`config.mk`:
```
export PLATFORM = sky130hd
export DESIGN_NAME = mac_tx_arb
export DESIGN_NICKNAME = d
export VERILOG_FILES = /design/src/rtl/mac_tx_pkg.sv /design/src/rtl/mac_tx_guard.sv /design/src/rtl/mac_tx_arb.sv
export SDC_FILE = /design/constraint.sdc
export NUM_CORES = 1
export LEC_CHECK = 0
export ABC_AREA = 1
export BUFFER_PORTS_ARGS = -buffer_cell sky130_fd_sc_hd__buf_4
export CAP_MARGIN = 30
export CORE_ASPECT_RATIO = 0.7
export CORE_MARGIN = 2
export CORE_UTILIZATION = 36
export DETAILED_ROUTE_END_ITERATION = 6
export GPL_TIMING_DRIVEN = 1
export PLACE_DENSITY = 0.59
export REMOVE_ABC_BUFFERS = 1
export SLEW_MARGIN = 5
export SYNTH_ARGS = -nofsm -noshare
export SYNTH_HDL_FRONTEND = slang
export SYNTH_HIERARCHICAL = 1
export SYNTH_SLANG_ARGS = --single-unit
```
`constraint.sdc`:
```
create_clock -name sys_clk -period 5.4 [get_ports sys_clk]
set_input_delay 0.81 -clock sys_clk [delete_from_list [all_inputs] [get_ports sys_clk]]
set_output_delay 0.81 -clock sys_clk [all_outputs]
set_load 0.02 [all_outputs]
```
`src/rtl/mac_tx_pkg.sv`:
```
// Shared definitions for the egress arbiter: FSM encoding, pointer layout and
// default overhead figures used by the guard-band fit check.
package mac_tx_pkg;

    localparam int unsigned PTR_W       = 16;
    localparam int unsigned LEN_MSB     = 10;
    localparam int unsigned OVH_DEF     = 12;
    localparam int unsigned IFG_DEF     = 12;
    localparam int unsigned MIN_LEN_DEF = 60;

    localparam logic [15:0] NONE_SCHED  = 16'hFFFF;

    typedef enum logic [5:0] {
        StIdle  = 6'b000001,
        StRdptr = 6'b000010,
        StLatch = 6'b000100,
        StChk   = 6'b001000,
        StData  = 6'b010000,
        StFlush = 6'b100000
    } arb_state_e;

endpackage

```
`src/rtl/mac_tx_guard.sv`:
```
// Guard-band fit check: does a normal frame, with all wire overhead, finish
// before the next time-triggered window opens?
module mac_tx_guard import mac_tx_pkg::*; #(
    parameter bit          GUARD_EN = 1'b1,
    parameter int unsigned IFG      = IFG_DEF,
    parameter int unsigned OVH      = OVH_DEF,
    parameter int unsigned MIN_LEN  = MIN_LEN_DEF
) (
    input  logic [LEN_MSB:0] len,
    input  logic             tt_gate,
    input  logic [15:0]      tt_next_cnt,
    output logic             fit
);

    localparam logic [15:0] MinLen = 16'(MIN_LEN);
    localparam logic [15:0] Extra  = 16'(OVH + IFG);

    logic [15:0] len_ext;
    logic [15:0] body;
    logic [15:0] need;

    // Short frames occupy the wire for MIN_LEN bytes once the MAC pads them.
    always_comb begin
        len_ext = {{(15 - LEN_MSB){1'b0}}, len};
        body    = (len_ext < MinLen) ? MinLen : len_ext;
        need    = body + Extra;
        fit     = !tt_gate &&
                  (!GUARD_EN || (tt_next_cnt == NONE_SCHED) || (tt_next_cnt >= need));
    end

endmodule

```
`src/rtl/mac_tx_arb.sv`:
```
// Egress arbiter: merges the TTE and normal frame queues into one pointer/byte
// stream for the MAC, with strict TTE priority and a guard band for normal frames.
module mac_tx_arb import mac_tx_pkg::*; #(
    parameter bit          GUARD_EN = 1'b1,
    parameter int unsigned IFG      = IFG_DEF,
    parameter int unsigned OVH      = OVH_DEF,
    parameter int unsigned MIN_LEN  = MIN_LEN_DEF
) (
    input  logic              sys_clk,
    input  logic              rstn,
    output logic              ptr_fifo_rd,
    input  logic [PTR_W-1:0]  ptr_fifo_din,
    input  logic              ptr_fifo_empty,
    output logic              data_fifo_rd,
    input  logic [7:0]        data_fifo_din,
    output logic              tptr_fifo_rd,
    input  logic [PTR_W-1:0]  tptr_fifo_din,
    input  logic              tptr_fifo_empty,
    output logic              tdata_fifo_rd,
    input  logic [7:0]        tdata_fifo_din,
    input  logic              tt_gate,
    input  logic [15:0]       tt_next_cnt,
    input  logic              out_bp,
    output logic              out_ptr_wr,
    output logic [PTR_W-1:0]  out_ptr,
    output logic              out_data_wr,
    output logic [7:0]        out_data,
    output logic              arb_dir,
    output logic              busy
);

    arb_state_e       state_q, state_d;
    logic             dir_q, dir_d;
    logic             pend_v_q, pend_v_d;
    logic [PTR_W-1:0] cur_ptr_q, cur_ptr_d;
    logic [PTR_W-1:0] pend_ptr_q, pend_ptr_d;
    logic [LEN_MSB:0] cnt_q, cnt_d;
    logic             ptr_sent_q, ptr_sent_d;
    logic             out_data_wr_q;
    logic             byte_rd;
    logic             fit;

    mac_tx_guard #(
        .GUARD_EN (GUARD_EN),
        .IFG      (IFG),
        .OVH      (OVH),
        .MIN_LEN  (MIN_LEN)
    ) u_guard (
        .len         (cur_ptr_q[LEN_MSB:0]),
        .tt_gate     (tt_gate),
        .tt_next_cnt (tt_next_cnt),
        .fit         (fit)
    );

    always_comb begin
        state_d      = state_q;
        dir_d        = dir_q;
        pend_v_d     = pend_v_q;
        cur_ptr_d    = cur_ptr_q;
        pend_ptr_d   = pend_ptr_q;
        cnt_d        = cnt_q;
        ptr_sent_d   = ptr_sent_q;
        ptr_fifo_rd  = 1'b0;
        tptr_fifo_rd = 1'b0;
        byte_rd      = 1'b0;
        out_ptr_wr   = 1'b0;

        unique case (state_q)
            StIdle: begin
                if (!out_bp) begin
                    if (!tptr_fifo_empty) begin
                        dir_d   = 1'b1;
                        state_d = StRdptr;
                    end else if (pend_v_q) begin
                        // Held pointer lives apart from cur_ptr so a TTE frame
                        // served in between cannot overwrite it.
                        dir_d     = 1'b0;
                        cur_ptr_d = pend_ptr_q;
                        state_d   = StChk;
                    end else if (!ptr_fifo_empty && !tt_gate) begin
                        dir_d   = 1'b0;
                        state_d = StRdptr;
                    end
                end
            end
            StRdptr: begin
                tptr_fifo_rd = dir_q;
                ptr_fifo_rd  = !dir_q;
                state_d      = StLatch;
            end
            StLatch: begin
                cur_ptr_d = dir_q ? tptr_fifo_din : ptr_fifo_din;
                if (!dir_q) begin
                    pend_v_d   = 1'b1;
                    pend_ptr_d = ptr_fifo_din;
                end
                state_d = StChk;
            end
            StChk: begin
                if (dir_q || fit) begin
                    if (!dir_q) begin
                        pend_v_d = 1'b0;
                    end
                    cnt_d      = cur_ptr_q[LEN_MSB:0];
                    ptr_sent_d = 1'b0;
                    state_d    = StData;
                end else begin
                    state_d = StIdle;
                end
            end
            StData: begin
                out_ptr_wr = !ptr_sent_q;
                ptr_sent_d = 1'b1;
                if (cnt_q != '0) begin
                    byte_rd = 1'b1;
                    cnt_d   = cnt_q - 1'b1;
                end
                if (cnt_q <= 11'd1) begin
                    state_d = StFlush;
                end
            end
            StFlush: begin
                state_d = StIdle;
            end
            default: begin
                state_d = StIdle;
            end
        endcase
    end

    always_ff @(posedge sys_clk) begin
        if (!rstn) begin
            state_q       <= StIdle;
            dir_q         <= 1'b0;
            pend_v_q      <= 1'b0;
            cur_ptr_q     <= '0;
            pend_ptr_q    <= '0;
            cnt_q         <= '0;
            ptr_sent_q    <= 1'b0;
            out_data_wr_q <= 1'b0;
        end else begin
            state_q       <= state_d;
            dir_q         <= dir_d;
            pend_v_q      <= pend_v_d;
            cur_ptr_q     <= cur_ptr_d;
            pend_ptr_q    <= pend_ptr_d;
            cnt_q         <= cnt_d;
            ptr_sent_q    <= ptr_sent_d;
            out_data_wr_q <= byte_rd;
        end
    end

    // Source din is valid the cycle after the strobe, so the byte write lines
    // up with the delayed strobe and takes din straight through.
    always_comb begin
        data_fifo_rd  = byte_rd && !dir_q;
        tdata_fifo_rd = byte_rd && dir_q;
        out_ptr       = out_ptr_wr ? cur_ptr_q : '0;
        out_data_wr   = out_data_wr_q;
        out_data      = out_data_wr_q ? (dir_q ? tdata_fifo_din : data_fifo_din) : 8'h00;
        arb_dir       = dir_q;
        busy          = (state_q != StIdle);
    end

endmodule

```
# ---- Word-level counts from Yosys, hierarchy flattened
# Index checks and enable logic that the tools add are counted.
dict set report word_totals {
  wordCells 86
  ram_bits 0
  rom_bits 0
  output_inout_bits 32
  ff_bits 53
  latch_bits 0
  mem_count 0
  inputBits 70
}
dict set report op_classes {
  muxes 33
  reduce_logical 21
  shift 0
  div_mod_pow 0
  n_eq_ne 17
  mul 0
  addsub 2
  bitwise_logic 2
  magnitude_cmp 3
}
# cell count
set op_table {}
lappend op_table {{$mux W16} 5}
lappend op_table {{$mux W11} 3}
lappend op_table {{$pmux W16 S2} 1}
lappend op_table {{$mux W6} 5}
lappend op_table {{$pmux W6 S5} 1}
lappend op_table {{$pmux W11 S2} 1}
lappend op_table {{$add A16 B5 Y16 const B} 1}
lappend op_table {{$eq A16 B16 Y1 const B} 1}
lappend op_table {{$ge A16 B16 Y1} 1}
lappend op_table {{$mux W8} 2}
lappend op_table {{$ne A2 B2 Y1 const B} 8}
lappend op_table {{$mux W1} 12}
lappend op_table {{$le A11 B1 Y1 const B} 1}
lappend op_table {{$lt A11 B6 Y1 const B} 1}
lappend op_table {{$reduce_bool A11 Y1} 1}
lappend op_table {{$sub A11 B1 Y11 const B} 1}
lappend op_table {{$reduce_and A3 Y1} 3}
lappend op_table {{$reduce_and A4 Y1} 2}
lappend op_table {{$eq A6 B1 Y1 const B} 1}
lappend op_table {{$eq A6 B2 Y1 const B} 1}
lappend op_table {{$eq A6 B3 Y1 const B} 1}
lappend op_table {{$eq A6 B4 Y1 const B} 1}
lappend op_table {{$eq A6 B5 Y1 const B} 1}
lappend op_table {{$ne A6 B1 Y1 const B} 1}
lappend op_table {{other kinds (10)} 22}

# ---- Depth between registers and ports, before layout
dict set report logic_depth {
  ltp_word 9
  depth_mapped 23
  depth_no_buf 23
}

# ---- Cells and area by module
# Netlist, hierarchy kept.
# module cells_each seq_area_each_um2 area_each_um2 n_inst
set modules_own_cells {}
lappend modules_own_cells {mac_tx_arb 490 1061.0 2970.3 1}
lappend modules_own_cells {mac_tx_guard 101 0.0 559.3 1}

# ---- Worst setup path after synthesis
# No wires, ideal clock.
dict set report synth_timing {
  path_type {reg2reg}
  start {reg cur_ptr_q[7]}
  end {reg cnt_q[8]}
  path_buffers 1
  period_less_slack_ps 2910
  setup_ps 70
  slack_ps 2490
  arrival_time_ps 2840
  t_required_ps 5330
  stages_incl_launch_ff 24
  cell_sequence {dfxtp_1 > nor2_1 > nand3b_1 > nand2_1 > inv_1 > ha_1 > nor2_1 > nand3_1 > nor2_1 > nand2_1 > ha_1 > nand2_1 > inv_1 > nand3_1 > nand4_1 > nor2_1 > a21oi_1 > nor2_1 > nand4_1 > nand2_1 > nor2_1 > buf_2 > o21ai_0 > a21oi_1}
}
dict set report synth_between {
  elab_chain_len 9
}
# item line_no
set synth_rtl {}
lappend synth_rtl {{start, declared} mac_tx_arb.sv:35} ;# logic [PTR_W-1:0] cur_ptr_q, cur_ptr_d;
lappend synth_rtl {{start signal, assigned} mac_tx_arb.sv:145} ;# cur_ptr_q <= cur_ptr_d;
lappend synth_rtl {{$lt A11 B6 Y1} mac_tx_guard.sv:25} ;# body = (len_ext < MinLen) ? MinLen : len_ext;
lappend synth_rtl {{$mux W11 (*)} mac_tx_guard.sv:25}
lappend synth_rtl {{$add A16 B5 Y16 (*)} mac_tx_guard.sv:26} ;# need = body + Extra;
lappend synth_rtl {{$ge A16 B16 Y1 (*)} mac_tx_guard.sv:28} ;# (!GUARD_EN || (tt_next_cnt == NONE_SCHED) || (tt_next_cnt >= need));
lappend synth_rtl {{$logic_or A1 B1 Y1 (*)} mac_tx_guard.sv:28}
lappend synth_rtl {{$logic_and A1 B1 Y1 (*)} mac_tx_guard.sv:27} ;# fit = !tt_gate &&
lappend synth_rtl {{via fit} mac_tx_arb.sv:41} ;# logic fit;
lappend synth_rtl {{$logic_or A1 B1 Y1 (*)} mac_tx_arb.sv:100} ;# if (dir_q || fit) begin
lappend synth_rtl {{$ne A2 B2 Y1 (no source line) (*)} --}
lappend synth_rtl {{$reduce_and A3 Y1 (no source line) (*)} --}
lappend synth_rtl {{end signal, assigned} mac_tx_arb.sv:147} ;# cnt_q <= cnt_d;
lappend synth_rtl {{end, declared} mac_tx_arb.sv:37} ;# logic [LEN_MSB:0] cnt_q, cnt_d;
# Mark *: on every way through the listed nets, which the timed path passes. The rest lies on a longest branch.
# A chain may end at the register's enable or synchronous reset.

# ---- Worst setup path in the final report
# Same ends and word-level chain as after synthesis.

==> impl_metrics.json <==
{
  "hpwl_mm": 7.877,
  "yosysSeqAreaShare_pct": 30.06,
  "drtIter0Drc": 233,
  "finalClockSkew_ns": 0.006902,
  "routed_wl_mm": 10.65,
  "total_power_w": 0.002173,
  "cts_num_sinks": 53,
  "setup_viol_count_final": 0,
  "dieWidth_um": 122.4,
  "worstSetupEndpointType": "flop",
  "crit_path_frequent_cell": "nor2_1",
  "h-tree-depth": 2,
  "min_period_ns": 3.766,
  "final_max_slew_viol_count": 0,
  "critical_path_arrival_ns": 3.99,
  "tritoncts": "built",
  "path_max_fanout": 12,
  "p_per_area_nw_per_um2": 477.7,
  "drive_above_1_share_pct": 18.57,
  "syn_area_um2": 3530,
  "cts_resized": 0,
  "syn_inst": 591,
  "cp.required_ns": 5.62,
  "cts_root_buffer": "clkbuf_16",
  "start_util_pct": 36.73,
  "core.rowCount": 30,
  "routedWlPerCell_um": 13.11,
  "fmax_mhz": 265.5,
  "nets": 769,
  "dieArea_um2": 10630,
  "critPathBufInv": 2,
  "setup_slack_ns": 1.634,
  "synth-warning-count": 6,
  "viasPerCell": 4.778,
  "finalSetupTns_ns": 0,
  "num_vias": 3880,
  "min_period_over_period_pct": 69.74,
  "cap_violations": 0,
  "clk_latency_ns": 0.29,
  "clock_path_buffers": 2,
  "num_antenna_cells": 0,
  "antenna_found_initial": 0,
  "reg2reg_depth": 22,
  "core_um2": 9609,
  "ys_seq_elements": 53,
  "worstPathCellList": "nor2_1, nand3b_1, nand2_1, inv_1, ha_1, nor2_1, nand3_1, nor2_1, nand2_1, ha_1, nand2_1, inv_1, nand3_1, nand4_1, nor2_1, a21oi_1, nor2_1, nand4_1, nand2_1, nor2_1, o21ai_0, a21oi_1",
  "crit_family": "simple AND/OR/NAND/NOR gates",
  "cts_hold_buf": 0,
  "grt_pass1_wl_mm": 17.38,
  "numPortBuffers": 101,
  "grt_overflow": 0,
  "finalWeightedCongestion": 0.8650,
  "tightest_slew_ns": 0.7690,
  "status": "finished, final reports clean",
  "cts_setup_buffers": 0,
  "cts_made_buffers": 5,
  "drtAntennaViolNets": 0,
  "route.detailed.drc": 0,
  "grt_usage_pct": 20.28,
  "post-place-ws_ns": 1.675,
  "io_pins": 102,
  "die-height_um": 86.85,
  "p_leak_nw": 2.296,
  "timing.final.hold_violations": 0,
  "hp-class": "reg -> reg",
  "hold_depth": 2,
  "grt_max_degree": 29,
  "ir_drop_mv": 0.2216,
  "grt_pass1_vias": 3665,
  "yosysUniqueCellTypes": 30,
  "critPathSlowestCell": "nor2_1",
  "drt-pass1-iter-count": 5,
  "area_delta_synth_final_pct": 28.85,
  "slew_headroom_pct": 48.54,
  "syn_avg_cell_area_um2": 5.972,
  "crit_type": "reg -> reg",
  "startpoint_type": "flop",
  "path_depth": 22,
  "hold_ws_ns": 0.4641,
  "rsz0062_at_grt": "false",
  "max_stage_delay_ns": 0.61,
  "clkTransAtPathRegs_ns": 0.07
}
metrics by stage:
stage | area, µm² | instances | utilization, %
floorplan | 3450 | 574 | -
global placement | 4375 | 804 | 45.53
detailed placement | 4375 | 804 | 45.53
CTS | 4548 | 812 | 47.33
global route | 4548 | 812 | 47.33
finish | 4548 | 812 | 47.33
power breakdown:
part           leakage (nW)  internal [W]  switching [W]
logic                  1.78      0.000433       0.000803
clock network        0.0841      0.000232       0.000143
registers             0.431      0.000475      0.0000864
cell usage after synthesis:
library cell | count | area, µm²
xnor2_1 | 2 | 17.52
nand2_1 | 183 | 686.9
buf_4 | 3 | 22.52
nand2_2 | 3 | 18.77
buf_2 | 4 | 20.02
o21ai_2 | 1 | 8.760
nand4_4 | 1 | 21.27
dfxtp_1 | 53 | 1061
nand4_2 | 1 | 12.51
nand3b_1 | 1 | 7.510
clkinv_1 | 1 | 3.750
xor2_1 | 4 | 35.03
nand3_1 | 46 | 230.2
clkbuf_1 | 9 | 33.78
a21boi_0 | 1 | 7.510
nor2_2 | 2 | 12.51
a21oi_1 | 31 | 155.2
nand4_1 | 7 | 43.79
ha_1 | 16 | 200.2
buf_1 | 1 | 3.750
o21ai_0 | 26 | 130.1
inv_1 | 68 | 255.2
nor3_1 | 3 | 15.01
nor2_1 | 111 | 416.7
nand3_2 | 2 | 20.02
o21a_1 | 1 | 7.510
nor2_4 | 4 | 45.04
o211ai_1 | 2 | 15.01
nand2_4 | 1 | 11.26
inv_2 | 3 | 11.26
routing by layer:
| metal | routed length [µm] | global-route usage [%] | vias up |
|---|---|---|---|
| li1 | - | - | 2024 |
| met1 | 5229 | 27.25 | 1709 |
| met2 | 4587 | 34.29 | 136 |
| met3 | 757 | 4.145 | 11 |
| met4 | 71 | 3.135 | 0 |
| met5 | 0 | 0 | - |
placed cells by master (no fill, tap or decap), types with 5 or more instances in the layout:
| cell type | instances |
|---|---|
| nor2_1 | 111 |
| nand4_1 | 7 |
| clkbuf_16 | 5 |
| inv_1 | 68 |
| a21oi_1 | 31 |
| buf_4 | 102 |
| nand3_1 | 46 |
| ha_1 | 16 |
| o21ai_0 | 26 |
| nand2_1 | 183 |
| dfxtp_1 | 53 |
kinds of logic (layout without fill, tap and decap cells):
group | count (synthesis) | in the layout | synth area share, %
compound gates | 62 | 62 | 9.181
xor+xnor | 6 | 6 | 1.489
fa+ha+maj | 16 | 16 | 5.672
buf+inv | 89 | 182 | 9.925
flops | 53 | 53 | 30.06
simple gates | 365 | 365 | 43.67
path summary, 6_finish.rpt:
path | startpoint | endpoint | slack, ns
max | cur_ptr_q[7] | cnt_q[8] | 1.63
min | pend_ptr_q[0] | pend_ptr_q[0] | 0.46
max reg2reg | cur_ptr_q[7] | cnt_q[8] | 1.63
min reg2reg | pend_ptr_q[0] | pend_ptr_q[0] | 0.46
worst register-to-register path, delay by kind of cell (launching register included):
kind            cells  cell delay, ns
simple gates       15            2.20
buf+inv             2            0.12
compound gates      3            0.52
flops               1            0.38
fa+ha+maj           2            0.50
flip-flops by register name, indices dropped and copies added, names as in the netlist:
name         cells
cnt_q           11
ptr_sent_q       1
out_data_wr      1
cur_ptr_q       16
pend_ptr_q      16
state_q          6
arb_dir          1
pend_v_q         1
layout make-up:
class                   count  area (µm²)
repair buffers            102       765.7
flip-flops and latches     53        1061
well taps                 128       160.2
fillers                  1017        5061
multi-input cells         449        2118
clock buffers               7       142.6
inverters                  72       270.3
clock inverters             1       30.03
Power figures use the tool's default switching activity.
